## config.mk

```make
export PLATFORM = sky130hd
export DESIGN_NAME = bsg_fifo_rolly_replay_ctrl_flat
export DESIGN_NICKNAME = d
export VERILOG_FILES = /design/src/rtl/bsg_fifo_rolly_replay_ctrl_if.sv /design/src/rtl/bsg_fifo_rolly_replay_ctrl.sv /design/src/flat_wrapper.sv
export SDC_FILE = /design/constraint.sdc
export NUM_CORES = 1
export LEC_CHECK = 0
export BUFFER_PORTS_ARGS = -buffer_cell sky130_fd_sc_hd__buf_2
export CAP_MARGIN = 0
export CORE_MARGIN = 8
export CORE_UTILIZATION = 40
export DETAILED_ROUTE_END_ITERATION = 8
export GPL_ROUTABILITY_DRIVEN = 0
export SYNTH_ARGS = -nofsm -noshare
export SYNTH_HDL_FRONTEND = slang
export SYNTH_SLANG_ARGS = --single-unit
export TNS_END_PERCENT = 50
```

## constraint.sdc

```tcl
create_clock -name clk_i -period 3.1 [get_ports clk_i]
set_clock_uncertainty 0.15 [all_clocks]
set_input_delay 0.155 -clock clk_i [delete_from_list [all_inputs] [get_ports clk_i]]
set_output_delay 0.155 -clock clk_i [all_outputs]
set_load 0.005 [all_outputs]
```

## src/rtl/bsg_fifo_rolly_replay_ctrl_if.sv

```systemverilog
`default_nettype none
// ============================================================================
// Module   : bsg_fifo_rolly_replay_ctrl_if
// Brief    : FIFO read-port and lossy-link handshake bundle for the replay
//            controller. The master view is the controller itself.
// Revision : 1.0 - initial release
// ============================================================================
interface bsg_fifo_rolly_replay_ctrl_if #(
    parameter int width_p = 8
);
    logic [width_p-1:0] fifo_data_i;
    logic               fifo_v_i;
    logic               fifo_yumi_o;
    logic               fifo_r_incr_o;
    logic               fifo_r_rewind_o;
    logic [width_p-1:0] link_data_o;
    logic               link_v_o;
    logic               link_ready_i;
    logic               ack_i;
    logic               nack_i;

    modport master (
        input  fifo_data_i, fifo_v_i, link_ready_i, ack_i, nack_i,
        output fifo_yumi_o, fifo_r_incr_o, fifo_r_rewind_o, link_data_o, link_v_o
    );

    modport slave (
        output fifo_data_i, fifo_v_i, link_ready_i, ack_i, nack_i,
        input  fifo_yumi_o, fifo_r_incr_o, fifo_r_rewind_o, link_data_o, link_v_o
    );
endinterface
`default_nettype wire

```

## src/rtl/bsg_fifo_rolly_replay_ctrl.sv

```systemverilog
`default_nettype none
// ============================================================================
// Module   : bsg_fifo_rolly_replay_ctrl
// Brief    : Go-back-N retransmit engine driving a rolly FIFO read port.
//            Optional replay counter: define BSG_FIFO_ROLLY_REPLAY_STATS_EN.
// Revision : 1.0 - initial release
// ============================================================================
module bsg_fifo_rolly_replay_ctrl #(
    parameter int width_p           = 8,
    parameter int max_outstanding_p = 8,
    parameter int timeout_p         = 64,
    parameter int backoff_p         = 4
) (
    input  wire logic                                   clk_i,
    input  wire logic                                   reset_n_i,
    bsg_fifo_rolly_replay_ctrl_if.master                bus,
    output logic [$clog2(max_outstanding_p+1)-1:0]      outstanding_o,
    output logic                                        error_o
`ifdef BSG_FIFO_ROLLY_REPLAY_STATS_EN
    ,
    output logic [15:0]                                 replay_count_o
`endif
);

    localparam int c_out_w = $clog2(max_outstanding_p + 1);
    localparam int c_tmr_w = (timeout_p > 2) ? $clog2(timeout_p) : 1;
    localparam int c_bo_w  = (backoff_p > 1) ? $clog2(backoff_p) : 1;

    localparam logic [c_out_w-1:0] c_max_out  = c_out_w'(max_outstanding_p);
    localparam logic [c_tmr_w-1:0] c_tmr_last = c_tmr_w'(timeout_p - 2);
    localparam logic [c_bo_w-1:0]  c_bo_last  = c_bo_w'((backoff_p > 0) ? backoff_p - 1 : 0);

    typedef enum logic [1:0] {
        ST_SEND    = 2'd0,
        ST_REWIND  = 2'd1,
        ST_BACKOFF = 2'd2
    } state_e;

    state_e               r_state;
    logic [c_out_w-1:0]   r_outstanding;
    logic [c_tmr_w-1:0]   r_timer;
    logic [c_bo_w-1:0]    r_bo_cnt;
    logic                 r_error;

    logic w_in_send;
    logic w_busy;
    logic w_link_v;
    logic w_xfer;
    logic w_ack_eff;
    logic w_ack_err;
    logic w_expire;
    logic w_trigger;

    assign w_in_send = (r_state == ST_SEND);
    assign w_busy    = (r_outstanding != '0);
    assign w_link_v  = w_in_send & bus.fifo_v_i & (r_outstanding < c_max_out);
    assign w_xfer    = w_link_v & bus.link_ready_i;
    assign w_ack_eff = bus.ack_i & w_busy & (r_state != ST_BACKOFF);
    assign w_ack_err = bus.ack_i & ~w_busy & (r_state != ST_BACKOFF);

    // Expiry fires on the cycle the timer would step onto timeout_p-1, so the
    // rewind lands exactly timeout_p cycles after the last progress event.
    assign w_expire  = w_in_send & w_busy & ~w_ack_eff & (r_timer == c_tmr_last);
    assign w_trigger = w_in_send & w_busy & (bus.nack_i | w_expire);

    // The FIFO head may be valid during reset; keep the link quiet regardless.
    assign bus.link_v_o        = w_link_v & reset_n_i;
    assign bus.fifo_yumi_o     = w_xfer & reset_n_i;
    assign bus.fifo_r_incr_o   = w_ack_eff;
    assign bus.fifo_r_rewind_o = (r_state == ST_REWIND);
    assign bus.link_data_o     = bus.fifo_data_i;
    assign outstanding_o       = r_outstanding;
    assign error_o             = r_error;

    always_ff @(posedge clk_i or negedge reset_n_i) begin
        if (!reset_n_i) begin
            r_state       <= ST_SEND;
            r_outstanding <= '0;
            r_timer       <= '0;
            r_bo_cnt      <= '0;
            r_error       <= 1'b0;
        end else begin
            if (w_ack_err) begin
                r_error <= 1'b1;
            end
            case (r_state)
                ST_SEND: begin
                    r_outstanding <= r_outstanding + c_out_w'(w_xfer) - c_out_w'(w_ack_eff);
                    if (w_trigger) begin
                        r_state <= ST_REWIND;
                        r_timer <= '0;
                    end else if (!w_busy || w_ack_eff) begin
                        r_timer <= '0;
                    end else begin
                        r_timer <= r_timer + c_tmr_w'(1);
                    end
                end
                ST_REWIND: begin
                    r_outstanding <= '0;
                    r_timer       <= '0;
                    r_bo_cnt      <= '0;
                    r_state       <= (backoff_p > 0) ? ST_BACKOFF : ST_SEND;
                end
                ST_BACKOFF: begin
                    r_timer <= '0;
                    if (r_bo_cnt == c_bo_last) begin
                        r_bo_cnt <= '0;
                        r_state  <= ST_SEND;
                    end else begin
                        r_bo_cnt <= r_bo_cnt + c_bo_w'(1);
                    end
                end
                default: begin
                    r_state <= ST_SEND;
                end
            endcase
        end
    end

`ifdef BSG_FIFO_ROLLY_REPLAY_STATS_EN
    logic [15:0] r_replay_count;

    always_ff @(posedge clk_i or negedge reset_n_i) begin
        if (!reset_n_i) begin
            r_replay_count <= '0;
        end else if ((r_state == ST_REWIND) && (r_replay_count != 16'hFFFF)) begin
            r_replay_count <= r_replay_count + 16'd1;
        end
    end

    assign replay_count_o = r_replay_count;
`endif

endmodule
`default_nettype wire

```

## src/flat_wrapper.sv

```systemverilog
// flat-port wrapper written by rule: the top's interface ports become plain ports
module bsg_fifo_rolly_replay_ctrl_flat 
#(
    parameter int width_p           = 8,
    parameter int max_outstanding_p = 8,
    parameter int timeout_p         = 64,
    parameter int backoff_p         = 4
)
  (clk_i, reset_n_i, outstanding_o, error_o, bus_fifo_data_i, bus_fifo_v_i, bus_link_ready_i, bus_ack_i, bus_nack_i, bus_fifo_yumi_o, bus_fifo_r_incr_o, bus_fifo_r_rewind_o, bus_link_data_o, bus_link_v_o);
  bsg_fifo_rolly_replay_ctrl_if #(.width_p(width_p)) bus_i ();
  input  wire logic clk_i;
  input  wire logic reset_n_i;
  output logic [$clog2(max_outstanding_p+1)-1:0] outstanding_o;
  output logic error_o;
  input wire logic [$bits(bus_i.fifo_data_i)-1:0] bus_fifo_data_i;
  input wire logic [$bits(bus_i.fifo_v_i)-1:0] bus_fifo_v_i;
  input wire logic [$bits(bus_i.link_ready_i)-1:0] bus_link_ready_i;
  input wire logic [$bits(bus_i.ack_i)-1:0] bus_ack_i;
  input wire logic [$bits(bus_i.nack_i)-1:0] bus_nack_i;
  output wire logic [$bits(bus_i.fifo_yumi_o)-1:0] bus_fifo_yumi_o;
  output wire logic [$bits(bus_i.fifo_r_incr_o)-1:0] bus_fifo_r_incr_o;
  output wire logic [$bits(bus_i.fifo_r_rewind_o)-1:0] bus_fifo_r_rewind_o;
  output wire logic [$bits(bus_i.link_data_o)-1:0] bus_link_data_o;
  output wire logic [$bits(bus_i.link_v_o)-1:0] bus_link_v_o;
  assign bus_i.fifo_data_i = bus_fifo_data_i;
  assign bus_i.fifo_v_i = bus_fifo_v_i;
  assign bus_i.link_ready_i = bus_link_ready_i;
  assign bus_i.ack_i = bus_ack_i;
  assign bus_i.nack_i = bus_nack_i;
  assign bus_fifo_yumi_o = bus_i.fifo_yumi_o;
  assign bus_fifo_r_incr_o = bus_i.fifo_r_incr_o;
  assign bus_fifo_r_rewind_o = bus_i.fifo_r_rewind_o;
  assign bus_link_data_o = bus_i.link_data_o;
  assign bus_link_v_o = bus_i.link_v_o;
  bsg_fifo_rolly_replay_ctrl #(.width_p(width_p), .max_outstanding_p(max_outstanding_p), .timeout_p(timeout_p), .backoff_p(backoff_p)) u_core (.clk_i(clk_i), .reset_n_i(reset_n_i), .bus(bus_i), .outstanding_o(outstanding_o), .error_o(error_o));
endmodule
```

Yosys cells after proc, flatten, opt, wreduce, memory -nomap -nowiden
Index checks and enable logic that the tools add are counted.
{ "word_totals": {"ff_bits": 15, "input_bits": 14, "elab_cells": 51} }
{ "op_classes": {"n_addsub": 4, "magnitude_cmp": 1, "n_eq_ne": 7, "mux": 9, "bitwise_logic": 16, "n_reduce_logical": 9} }
{ "ops": {"columns": ["operator", "count"], "rows": [
  ["1-bit bitwise AND", 13],
  ["6-bit two-way mux", 2],
  ["6-bit one-hot mux with 2 select lines", 1],
  ["4-bit one-hot mux with 2 select lines", 1],
  ["6-bit by 1-bit adder with 6-bit output (second input constant)", 1],
  ["6-bit == test (second input constant)", 1],
  ["2-bit two-way mux", 3],
  ["2-bit one-hot mux with 3 select lines", 1],
  ["2-bit nonzero test", 3],
  ["4-bit by 1-bit adder with 4-bit output", 1],
  ["2-bit == test (second input constant)", 2],
  ["4-bit less-than comparator (second input constant)", 1],
  ["2-bit != test (second input constant)", 2],
  ["2-bit one-hot mux with 2 select lines", 1],
  ["4-bit nonzero test", 1],
  ["4-bit by 1-bit subtractor with 4-bit output", 1],
  ["2-bit by 1-bit adder with 2-bit output (second input constant)", 1],
  ["2-bit by 1-bit == test with 1-bit output (second input constant)", 1],
  ["2-bit zero test", 1],
  ["2-bit by 1-bit != test with 1-bit output (second input constant)", 1],
  ["1-bit inverter", 2],
  ["2-bit AND reduction", 1],
  ["2-bit OR reduction", 1],
  ["1-bit zero test", 1],
  ["2 further kinds", 2]
]} }

Longest topological paths before layout
Gate-level depths: netlist of the first run.
{ "logic_depth": {"ltp_word": 10, "depth_mapped": 10} }

Worst setup path after synthesis of the first run
No wires, ideal clock.
{ "synth_timing": {"kind": "reg2reg", "startpoint": "register u_core.r_state[0]", "endpoint": "register u_core.r_outstanding[3] (netlist: u_core.outstanding_o[3])", "setup_ns": 0.094, "t_arrival_ns": 2.104, "required_ns": 2.856, "slack_ns": 0.752, "path_stages_with_launch": 10, "period_less_slack_ns": 2.348, "path_cell_list": "dfrtp_1 inv_1 ha_1 nand2b_1 or3_1 ha_1 a21o_1 a21oi_1 xnor2_1 a211oi_1"} }
{ "synth_between": {"elab_chain_cells": 7, "elab_cells_between_ends": 11} }
{ "synth_lines": {"columns": ["element", "line", "rtl"], "rows": [
  ["start, declared", "bsg_fifo_rolly_replay_ctrl.sv:39", "state_e r_state;"],
  ["start signal, assigned", "bsg_fifo_rolly_replay_ctrl.sv:102", "r_state <= (backoff_p > 0) ? ST_BACKOFF : ST_SEND;"],
  ["2-bit zero test", "bsg_fifo_rolly_replay_ctrl.sv:54, bsg_fifo_rolly_replay_ctrl.sv:86", null],
  ["1-bit bitwise AND (2 in a row)", "bsg_fifo_rolly_replay_ctrl.sv:56", "assign w_link_v = w_in_send & bus.fifo_v_i & (r_outstanding < c_max_out);"],
  ["1-bit bitwise AND", "bsg_fifo_rolly_replay_ctrl.sv:57", "assign w_xfer = w_link_v & bus.link_ready_i;"],
  ["4-bit by 1-bit adder with 4-bit output", "bsg_fifo_rolly_replay_ctrl.sv:88", "r_outstanding <= r_outstanding + c_out_w'(w_xfer) - c_out_w'(w_ack_eff);"],
  ["4-bit by 1-bit subtractor with 4-bit output", "bsg_fifo_rolly_replay_ctrl.sv:88", null],
  ["4-bit one-hot mux with 2 select lines", "bsg_fifo_rolly_replay_ctrl.sv:86", "case (r_state)"],
  ["end signal, assigned", "bsg_fifo_rolly_replay_ctrl.sv:88", null],
  ["end, declared", "bsg_fifo_rolly_replay_ctrl.sv:40", "logic [c_out_w-1:0] r_outstanding;"]
]} }
Several ways; a longest one is shown, not always the timed one.
A chain may end at the register's enable or synchronous reset.

Worst setup path after layout of the first run
Ends and elaborated chain as after synthesis.

==> out/qor.yml, run 1 <==
run_status:
  status: "completed"
critical_path:
  critPathArrivalTime_ns: 2.59
  crit_path_top_delay_cell: "dfrtp_1"
  cpMostUsedCell: "ha_1"
  cp_cell_sequence: "inv_1 -> ha_1 -> nand2b_1 -> or3_1 -> ha_1 -> a21o_1 -> a21oi_1 -> xnor2_1 -> a211oi_1"
  worstSetupPathType: "register to register"
  worstPathRequired_ns: 3.15
  setup.worst_path.start_class: "register"
  end_kind: "register"
  crit_fanout: 5
  cp_slowest_stage_delay_ns: 0.40
synthesis:
  ys_ff_latch: 15
  synth_largest_area_cell: "dfrtp_1"
  yosysWarnings: 0
  syn_inst: 118
  synth_nets: 145
  syn-cell-area_um2: 1130
  syn_avg_cell_area_um2: 9.57
  ys.flop_type: "dfrtp_1"
  synth-edff-count: 0
  synth_top_area_share_pct: 33.2
  synth_common_cells: "dfrtp_1 (15), ha_1 (12), nand2_1 (11)"
  synth.distinct_cells: 37
  async_flop_share_pct: 100
  yosysMostFrequentCell: "dfrtp_1"
  seq_area_frac_synth_pct: 33.2
  synth.area.top_cells: "dfrtp_1 (33%), ha_1 (13%), buf_4 (5.3%)"
power:
  p_sw_w: 0.000443
  power_density_nw_per_um2: 840
  netSwitchingFraction_pct: 43.4
  clockPowerShare_pct: 11.2
  p_leak_nw: 0.575
  ir_drop_uv: 514
  p_int_w: 0.000577
  p_comb_share_pct: 59.7
  p_seq_share_pct: 29.1
place:
  port_buffers: 14
  dp_hpwl_um: 1630
timing:
  rsz0062_at_grt: "no"
  finalMaxSlewViolations: 0
  fmax_ghz: 0.394
  whs_ns: 0.0773
  finalCritPeriodShare_pct: 81.9
  max_slew.worst_pin.slew_ns: 0.417
  period_needed_ns: 2.54
  setup_tns_ns: 0
  hold_viol: 0
  max-slew-margin-rel_pct: 72.2
  setup_viol: 0
grt:
  grt_pass1_wl_um: 3930
  grt_start_max_net_pins: 17
  antenna_found_initial: 0
  grt_pass1_vias: 844
  grt_use_total_pct: 9.55
  grt_overflow_total: 0
floorplanning:
  pin_count: 31
  dieWidth_um: 69.1
  die-area_um2: 4780
  rows: 19
  start_util_pct: 41.7
  coreArea_um2: 2710
  die_h_um: 69.1
routing:
  route.detailed.drc: 0
  first_iter_violations: 50
  wire_per_inst_um: 13.4
  vias_per_cell: 5.12
  dr_total_vias: 814
  totalWireLength_um: 2140
  ant_nets: 0
  firstDrtPassIters: 4
cts:
  clk_latency_ns: 0.29
  clk_pin_slew_ns: 0.09
  cts.path.max_buffers: 2
  h-tree-depth: 1
  cts_resized: 0
  clock-sinks: 15
  cts_root_buf: "clkbuf_4"
  cts_buffers: 3
  postCtsSetupBuffers: 0
  hold_buffers: 1
  cts_tree: "done"
worst_hold_path:
  hold_class: "input pin to register"
layout:
  drive_above_1_share_pct: 20.3
  area_growth_pct: 7.42
  diodes: 0
  nNetsFinal: 156
run:
  cap_violations: 0
[final timing paths]
| path | start | to | slack [ns] | cells after the start |
|---|---|---|---|---|
| min | bus_nack_i | u_core.r_timer[2]$_DFFE_PN0P_ | 0.08 | 4 |
| max | u_core.r_state[0]$_DFFE_PN0P_ | u_core.outstanding_o[3]$_DFFE_PN0P_ | 0.56 | 9 |
| max reg2reg | u_core.r_state[0]$_DFFE_PN0P_ | u_core.outstanding_o[3]$_DFFE_PN0P_ | 0.56 | 9 |
| min reg2reg | u_core.error_o$_DFFE_PN0P_ | u_core.error_o$_DFFE_PN0P_ | 0.32 | 1 |
| max in group asynchronous | reset_n_i | u_core.r_state[1]$_DFFE_PN0P_ | 2.38 | 2 |
| min in group asynchronous | reset_n_i | u_core.r_timer[0]$_DFFE_PN0P_ | 0.16 | 2 |
[critical path, delay by kind of cell (launching register included)]
kind	cells	cell delay [ns]
xor gates and xnor gates	1	0.09
buffers and inverters	1	0.11
AOI/OAI and AO/OA	3	0.54
adders and majority gates	2	0.55
DFF	1	0.40
and+or+nand+nor	2	0.62
[kinds of logic after synthesis]
logic type               after synthesis  synth area share, %
AND/OR/NAND/NOR                       46                 23.7
XOR/XNOR                               2                 1.55
AO/OA/AOI/OAI                         18                 12.3
adder cells (fa/ha/maj)               13                 15.1
flip-flops                            15                 33.2
buffers and inverters                 18                 8.75
multiplexers                           6                 5.43
[power groups by stage]
| stage | sequential [W] | combinational, W | clock [W] |
|---|---|---|---|
| after floorplan | 0.000294 | 0.000472 | 0 |
| after global routing | 0.000306 | 0.000696 | 0.000134 |
| after CTS | 0.000297 | 0.000616 | 0.000126 |
| after global placement | 0.000300 | 0.000602 | 0 |
| final | 0.000297 | 0.000608 | 0.000114 |
| after detailed placement | 0.000301 | 0.000609 | 0 |
[through the flow]
stage	power (W)	area (µm²)	std cells	setup slack, ns	util [%]
6_report	0.00102	1210	159	0.560	44.8
5_1_grt	0.00114	1210	159	0.289	44.8
4_1_cts	0.00104	1210	159	0.531	44.8
3_5_place_dp	0.000910	1180	154	0.553	43.4
3_3_place_gp	0.000902	1180	154	0.550	43.4
2_1_floorplan	0.000766	1130	118	0.752	-
[per-layer routing]
metal	track usage [%]	vias to the layer above	part of all wire, %
met4	4.10	0	1.5
met5	0	-	0
met3	2.86	5	5.2
met2	14.4	18	44
met1	12.2	364	49
li1	-	427	-
[cells in the final DEF, fill, tap and decap left out, types with 2 or more instances in the layout]
cell type,instances
dfrtp_1,15
buf_2,14
xnor2_1,2
o2111ai_1,2
o21ai_1,3
a21o_1,2
a21oi_1,2
nand3b_1,2
nor2b_1,3
and4_1,4
clkbuf_4,3
nand2b_1,2
ha_1,12
and2_1,3
nor2_1,8
inv_1,8
a211oi_1,2
mux2i_1,5
nor3b_1,3
or3_1,2
nand3_1,3
nand2_1,11
[state kept, by name, indices dropped and copies added, names as in the netlist]
register / flops
u_core.r_bo_cnt: 2
u_core.r_state: 2
u_core.r_timer: 6
u_core.error_o: 1
u_core.outstanding_o: 4
[layout make-up]
class	count	area [µm²]
well taps	31	38.8
inverters	8	30.0
multi-input cells	85	656
flip-flops and latches	15	375
fillers	277	1500
repair buffers	16	87.6
clock buffers	4	26.3
(Power assumes the default switching activity.)
==> inputs of run 2 (changes only) <==
==> constraint.sdc (replaced) <==
create_clock -name clk_i -period 2.45 [get_ports clk_i]
set_clock_uncertainty 0.15 [all_clocks]
set_input_delay 0.1225 -clock clk_i [delete_from_list [all_inputs] [get_ports clk_i]]
set_output_delay 0.1225 -clock clk_i [all_outputs]
set_load 0.005 [all_outputs]
==> run 2 against run 1 <==
Sequential cell count did not move; sequential power grew 26%; routed wire length increased by 8.8%; sequential share of layout area is 1.0 points lower; fmax rose by 8.9%; critical path depth unchanged; critical endpoint unchanged; largest power group unchanged.
==> out/qor.yml, run 2 (synthesized netlist as in run 1, its figures left out) <==
cts:
  h-tree-depth: 1  # unchanged
  cts.path.max_buffers: 2  # unchanged
  cts_tree: "done"  # unchanged
  cts_buffers: 3  # unchanged
  clk_pin_slew_ns: 0.10  # was 0.09 ns
  cts_root_buf: "clkbuf_4"  # unchanged
  clock-sinks: 15  # unchanged
  clk_latency_ns: 0.28  # was 0.29 ns
power:
  p_sw_w: 0.000590  # was 0.000443 W
  p_comb_share_pct: 61.8  # was 59.7%
  p_int_w: 0.000779  # was 0.000577 W
  power_density_nw_per_um2: 1090  # was 840 nW/µm²
  p_leak_nw: 0.593  # was 0.575 nW
  netSwitchingFraction_pct: 43.1  # was 43.4%
  ir_drop_uv: 562  # was 514 µV
  clockPowerShare_pct: 10.7  # was 11.2%
  p_seq_share_pct: 27.4  # was 29.1%
run_status:
  status: "completed"  # unchanged
critical_path:
  reg2reg_slack_ns: 0.12  # was 0.56 ns
  cpMostUsedCell: "ha_1"  # unchanged
  cp_cell_sequence: "inv_1 -> ha_1 -> nor3b_4 -> or3_4 -> ha_1 -> a21o_1 -> a21oi_2 -> xnor2_1 -> a211oi_1"  # was inv_1 -> ha_1 -> nand2b_1 -> or3_1 -> ha_1 -> a21o_1 -> a21oi_1 -> xnor2_1 -> a211oi_1
  worst-path-buf-inv: 1  # unchanged
  end_kind: "register"  # unchanged
  reg2regPathDepth: 9  # unchanged
  rr_endpoint: "u_core.outstanding_o[3]$_DFFE_PN0P_"  # unchanged
  r2r-start: "u_core.outstanding_o[3]$_DFFE_PN0P_"  # was u_core.r_state[0]$_DFFE_PN0P_
  cp_slowest_stage_delay_ns: 0.39  # was 0.40 ns
  worstPathRequired_ns: 2.49  # was 3.15 ns
  worstSetupPathType: "register to register"  # unchanged
  crit_fanout: 3  # was 5
  critPathArrivalTime_ns: 2.37  # was 2.59 ns
  crit_path_top_delay_cell: "dfrtp_1"  # unchanged
  setup.worst_path.start_class: "register"  # unchanged
  path_delay_family: "compound AO/OA/AOI/OAI gates"  # was simple AND/OR/NAND/NOR gates
layout:
  layout_common_cells: "dfrtp_1 (15), buf_2 (14), nand2_1 (11), ha_1 (11), nor2_1 (8)"  # was dfrtp_1 (15), buf_2 (14), ha_1 (12)
  drive_above_1_share_pct: 25.8  # was 20.3%
  largest-register: "u_core.r_timer"  # unchanged
  nNetsFinal: 160  # was 156
  area_growth_pct: 11.1  # was 7.42%
  stdcell_area_um2: 1250  # was 1210 µm²
  layout_commonest_cell: "dfrtp_1"  # unchanged
  largest_register_ffs: 6  # unchanged
  diodes: 0  # unchanged
routing:
  totalWireLength_um: 2320  # was 2140 µm
  dr_total_vias: 842  # was 814
  wire_per_inst_um: 14.3  # was 13.4 µm
  firstDrtPassIters: 4  # unchanged
  ant_nets: 0  # unchanged
  first_iter_violations: 52  # was 50
  vias_per_cell: 5.17  # was 5.12
  route.detailed.drc: 0  # unchanged
worst_hold_path:
  hold_depth: 4  # unchanged
  hold_class: "input pin to register"  # unchanged
  hold_start: "bus_nack_i"  # unchanged
  min_to: "u_core.r_timer[2]$_DFFE_PN0P_"  # unchanged
timing:
  whs_ns: 0.0552  # was 0.0773 ns
  finalMaxSlewViolations: 0  # unchanged
  setup_tns_ns: 0  # unchanged
  max_slew.worst_pin.slew_ns: 0.427  # was 0.417 ns
  finalCritPeriodShare_pct: 95.2  # was 81.9%
  max-slew-margin-rel_pct: 71.5  # was 72.2%
  hold_viol: 0  # unchanged
  period_needed_ns: 2.33  # was 2.54 ns
  fmax_ghz: 0.429  # was 0.394 GHz
  setup_viol: 0  # unchanged
floorplanning:
  coreArea_um2: 2710  # unchanged
  rows: 19  # unchanged
  die-area_um2: 4780  # unchanged
  dieWidth_um: 69.1  # unchanged
  pin_count: 31  # unchanged
  start_util_pct: 41.7  # unchanged
  die_h_um: 69.1  # unchanged
place:
  dp_hpwl_um: 1750  # was 1630 µm
  placed_area_um2: 1200  # was 1180 µm²
  port_buffers: 14  # unchanged
grt:
  grt_pass1_vias: 915  # was 844
  grt_pass1_wl_um: 4230  # was 3930 µm
  grt_overflow_total: 0  # unchanged
  antenna_found_initial: 0  # unchanged
  grt_start_max_net_pins: 17  # unchanged
  grt_use_total_pct: 10.1  # was 9.55%
run:
  cap_violations: 0  # unchanged
run 2: changes by cell type in the layout (fill, tap and decap cells not counted), sizes merged:
cell / previous run / this run
buf: 15 / 19
run 2: area by class of cell:
cell class	count	area, µm²
Timing Repair Buffer	20	118
Multi-Input combinational cell	85	667
Sequential cell	15	375
Fill cell	263	1460
Inverter	8	30.0
Tap cell	31	38.8
Clock buffer	4	26.3
run 2: per-stage QoR:
step	utilization, %	cells	setup slack (ns)	total power (W)
3_5_place_dp	44.3	157	0.0331	0.00119
4_1_cts	45.6	162	0.00843	0.00135
6_report	46.3	163	0.118	0.00137
5_1_grt	46.3	163	-0.00220	0.00151
2_1_floorplan	-	118	0.102	0.000969
3_3_place_gp	44.3	157	0.130	0.00118
run 2: routing by layer:
metal	wire (µm)	vias to the layer above	GRT usage, %
met5	0	-	0
met4	4	0	3.42
met3	95	2	2.43
met2	1070	11	15.9
met1	1160	396	13.1
li1	-	433	-
run 2: worst max-delay path by stage:
stage                                        startpoint                                   to  slack [ns]  cells after the start
floorplan                 u_core.r_state[0]$_DFFE_PN0P_  u_core.outstanding_o[3]$_DFFE_PN0P_        0.10                      9
global placement          u_core.r_state[0]$_DFFE_PN0P_  u_core.outstanding_o[3]$_DFFE_PN0P_        0.13                      9
detailed placement        u_core.r_state[0]$_DFFE_PN0P_  u_core.outstanding_o[3]$_DFFE_PN0P_        0.03                      9
CTS                       u_core.r_state[0]$_DFFE_PN0P_  u_core.outstanding_o[3]$_DFFE_PN0P_       0.008                      9
global route              u_core.r_state[0]$_DFFE_PN0P_  u_core.outstanding_o[1]$_DFFE_PN0P_      -0.002                      9
finish              u_core.outstanding_o[3]$_DFFE_PN0P_  u_core.outstanding_o[3]$_DFFE_PN0P_        0.12                      9
run 2: power groups by stage:
stage	Clock, W	Sequential (W)	Combinational (W)
2_1_floorplan	0	0.000372	0.000598
3_3_place_gp	0	0.000377	0.000798
3_5_place_dp	0	0.000380	0.000815
4_1_cts	0.000156	0.000376	0.000820
5_1_grt	0.000164	0.000386	0.000965
6_report	0.000147	0.000375	0.000846
run 2: repair_timing:
action                                 CTS  global route
resized for setup                        0             4
hold buffers                             1             0
setup buffers                            0             1
setup endpoints to repair                0             3
endpoints found under the hold margin   15             0
run 2: worst min-delay path, cell delays in order:
cell      delay (ns)
buf_2           0.11
a32oi_2         0.07
o211ai_1        0.10
nand2_1         0.05
==> inputs of run 3 (changes only) <==
--- a/config.mk
+++ b/config.mk
@@ -5,6 +5,7 @@
 export SDC_FILE = /design/constraint.sdc
 export NUM_CORES = 1
 export LEC_CHECK = 0
+export ABC_AREA = 1
 export BUFFER_PORTS_ARGS = -buffer_cell sky130_fd_sc_hd__buf_2
 export CAP_MARGIN = 0
 export CORE_MARGIN = 8
==> run 3 against run 2 <==
Non-clock buffer count fell by 3; first-iteration DRC count is 37% lower; combinational power down 8.5%; cell area shrank 3.9%; power fell by 5.7%; critical endpoint is now u_core.outstanding_o[2]$_DFFE_PN0P_; fmax increased by 2.4%.
==> out/qor.yml, run 3 <==
run_status:
  status: "completed"  # unchanged
critical_path:
  end_kind: "register"  # unchanged
  critPathArrivalTime_ns: 2.30  # was 2.37 ns
  reg2reg_slack_ns: 0.17  # was 0.12 ns
  rr_endpoint: "u_core.outstanding_o[2]$_DFFE_PN0P_"  # was u_core.outstanding_o[3]$_DFFE_PN0P_
  crit_fanout: 3  # unchanged
  worstPathRequired_ns: 2.47  # was 2.49 ns
  cp_slowest_stage_delay_ns: 0.41  # was 0.39 ns
  reg2regPathDepth: 11  # was 9
  r2r-start: "u_core.r_state[0]$_DFFE_PN0P_"  # was u_core.outstanding_o[3]$_DFFE_PN0P_
  crit_path_top_delay_cell: "dfrtp_1"  # unchanged
  worstSetupPathType: "register to register"  # unchanged
  cp_cell_sequence: "inv_1 -> ha_2 -> nor2_4 -> nand2_2 -> inv_2 -> nand2_1 -> o21ai_1 -> ha_1 -> fa_1 -> xnor2_1 -> o22ai_1"  # was inv_1 -> ha_1 -> nor3b_4 -> or3_4 -> ha_1 -> a21o_1 -> a21oi_2 -> xnor2_1 -> a211oi_1
  setup.worst_path.start_class: "register"  # unchanged
place:
  dp_hpwl_um: 1790  # was 1750 µm
  port_buffers: 14  # unchanged
power:
  ir_drop_uv: 587  # was 562 µV
  p_comb_share_pct: 59.9  # was 61.8%
  p_leak_nw: 0.674  # was 0.593 nW
  p_int_w: 0.000681  # was 0.000779 W
  power_density_nw_per_um2: 1070  # was 1090 nW/µm²
  p_seq_share_pct: 28.7  # was 27.4%
  clockPowerShare_pct: 11.3  # was 10.7%
  p_sw_w: 0.000610  # was 0.000590 W
  netSwitchingFraction_pct: 47.2  # was 43.1%
routing:
  vias_per_cell: 4.86  # was 5.17
  route.detailed.drc: 0  # unchanged
  totalWireLength_um: 2330  # was 2320 µm
  dr_total_vias: 880  # was 842
  firstDrtPassIters: 4  # unchanged
  first_iter_violations: 33  # was 52
  wire_per_inst_um: 12.9  # was 14.3 µm
  ant_nets: 0  # unchanged
timing:
  setup_tns_ns: 0  # unchanged
  hold_viol: 0  # unchanged
  finalMaxSlewViolations: 0  # unchanged
  setup_viol: 0  # unchanged
  fmax_ghz: 0.439  # was 0.429 GHz
  finalCritPeriodShare_pct: 93.0  # was 95.2%
  period_needed_ns: 2.28  # was 2.33 ns
  rsz0062_at_grt: "no"
  max_slew.worst_pin.slew_ns: 0.374  # was 0.427 ns
  max-slew-margin-rel_pct: 75.1  # was 71.5%
layout:
  drive_above_1_share_pct: 23.3  # was 25.8%
  layout_commonest_cell: "nand2_1"  # was dfrtp_1
  largest-register: "u_core.r_timer"  # unchanged
  largest_register_ffs: 6  # unchanged
  fillers: 283  # was 263
  nNetsFinal: 178  # was 160
  diodes: 0  # unchanged
  area_growth_pct: 9.67  # was 11.1%
  finish.utilization_pct: 44.9  # was 46.3%
  layout_common_cells: "nand2_1 (28), inv_1 (20), dfrtp_1 (15)"  # was dfrtp_1 (15), buf_2 (14), nand2_1 (11), ha_1 (11), nor2_1 (8)
floorplanning:
  coreArea_um2: 2690  # was 2710 µm²
  die_h_um: 68.4  # was 69.1 µm
  start_util_pct: 40.9  # was 41.7%
  rows: 19  # unchanged
  die-area_um2: 4680  # was 4780 µm²
  dieWidth_um: 68.4  # was 69.1 µm
  pin_count: 31  # unchanged
synthesis:
  syn_avg_cell_area_um2: 7.97  # was 9.57 µm²
  ys.flop_type: "dfrtp_1"  # unchanged
  synth_common_cells: "nand2_1 (28), inv_1 (20), dfrtp_1 (15), ha_1 (12), nor2_1 (9)"  # was dfrtp_1 (15), ha_1 (12), nand2_1 (11)
  synth.distinct_cells: 25  # was 37
  synth_nets: 165  # was 145
  synth_top_area_share_pct: 34.1  # was 33.2%
  syn_inst: 138  # was 118
  synth_largest_area_cell: "dfrtp_1"  # unchanged
  syn-cell-area_um2: 1100  # was 1130 µm²
  async_flop_share_pct: 100  # unchanged
  seq_area_frac_synth_pct: 34.1  # was 33.2%
  ys_ff_latch: 15  # unchanged
  synth.area.top_cells: "dfrtp_1 (34%), ha_1 (14%), nand2_1 (9.6%)"  # was dfrtp_1 (33%), ha_1 (13%), buf_4 (5.3%)
  yosysMostFrequentCell: "nand2_1"  # was dfrtp_1
  synth-edff-count: 0  # unchanged
  yosysWarnings: 0  # unchanged
run:
  cap_violations: 0  # unchanged
cts:
  h-tree-depth: 1  # unchanged
  clk_latency_ns: 0.29  # was 0.28 ns
  cts.path.max_buffers: 2  # unchanged
  cts_buffers: 3  # unchanged
  clock-sinks: 15  # unchanged
  cts_tree: "done"  # unchanged
  cts_root_buf: "clkbuf_4"  # unchanged
  clk_pin_slew_ns: 0.10  # about the same
grt:
  grt_pass1_wl_um: 3820  # was 4230 µm
  grt_use_total_pct: 10.5  # was 10.1%
  antenna_found_initial: 0  # unchanged
  grt_start_max_net_pins: 17  # unchanged
  grt_pass1_vias: 876  # was 915
  grt_overflow_total: 0  # unchanged
worst_hold_path:
  hold_start: "bus_fifo_data_i[3]"  # was bus_nack_i
  hold_depth: 0  # was 4
  hold_class: "input pin to primary output"  # was input pin to register
  min_to: "bus_link_data_o[3]"  # was u_core.r_timer[2]$_DFFE_PN0P_
-- run 3: cell count changes after synthesis, sizes merged, moves of 4 or more --
cell	before	now
nand2	12	34
inv	8	24
nand4	0	7
mux2i	5	0
and4	4	0
nand3	3	7
nor2	8	12
nor3b	4	0
-- run 3: repair_timing --
| action | CTS | global route |
|---|---|---|
| endpoints found under the setup margin | 0 | 2 |
| buffers inserted | 0 | 2 |
| resized for setup | 0 | 3 |
| endpoints found under the hold margin | 15 | 0 |
| hold buffers | 1 | 0 |
-- run 3: kinds of logic (layout without fill, tap and decap cells) --
logic type	after synthesis	in the layout	share of synthesized area, %
DFF	15	15	34.1
adders and majority gates	13	13	15.5
AOI/OAI and AO/OA	10	10	5.80
buffers and inverters	33	45	14.0
and+or+nand+nor	64	64	28.2
xor gates and xnor gates	3	3	2.39
-- run 3: area by class of cell --
type                       count  area, µm²  area share (%)
clock buffer                   4       26.3            2.18
multi-input combinational     90        581            48.1
inverter                      24       90.1            7.47
sequential                    15        375            31.1
timing repair buffer          17       95.1            7.88
tap                           31       38.8            3.22
-- run 3: worst max-delay path, delay by kind of cell, from the launching register on --
kind / cells / cell delay (ns)
buffers and inverters: 2 / 0.15
AO/OA/AOI/OAI: 2 / 0.18
flip-flops: 1 / 0.41
AND/OR/NAND/NOR: 3 / 0.26
XOR/XNOR: 1 / 0.17
adder cells (fa/ha/maj): 3 / 0.84
-- run 3: metal layers --
layer,share of wire (%),global-route usage [%],vias to the layer above
li1,-,-,453
met3,7.4,3.93,4
met1,44,12.6,400
met5,0,0,-
met2,48,15.6,23
met4,1.1,6.65,0
-- run 3: power by group through the flow --
stage	clock network (W)	logic, W	registers (W)
global placement	0	0.000718	0.000372
finish	0.000146	0.000774	0.000371
CTS	0.000154	0.000744	0.000372
global route	0.000160	0.000889	0.000380
floorplan	0	0.000568	0.000367
detailed placement	0	0.000732	0.000377
-- run 3: per-stage QoR --
step	worst slack, ns	cells	instance area [µm²]	hold WS (ns)	power (W)
5_1_grt	0.00307	181	1210	0.0950	0.00143
2_1_floorplan	0.328	138	1100	-0.323	0.000936
3_3_place_gp	0.267	174	1140	-0.0875	0.00109
3_5_place_dp	0.152	174	1140	-0.0861	0.00111
4_1_cts	0.135	179	1180	0.0951	0.00127
6_report	0.173	181	1210	0.0950	0.00129
-- run 3: worst max path at each step --
stage,cells past startpoint,from,end
after global routing,11,u_core.r_state[0]$_DFFE_PN0P_,u_core.outstanding_o[2]$_DFFE_PN0P_
final,11,u_core.r_state[0]$_DFFE_PN0P_,u_core.outstanding_o[2]$_DFFE_PN0P_
after CTS,11,u_core.r_state[0]$_DFFE_PN0P_,u_core.outstanding_o[2]$_DFFE_PN0P_
after detailed placement,11,u_core.r_state[0]$_DFFE_PN0P_,u_core.outstanding_o[2]$_DFFE_PN0P_
after floorplan,11,u_core.r_state[0]$_DFFE_PN0P_,u_core.outstanding_o[2]$_DFFE_PN0P_
after global placement,11,u_core.r_state[0]$_DFFE_PN0P_,u_core.outstanding_o[2]$_DFFE_PN0P_
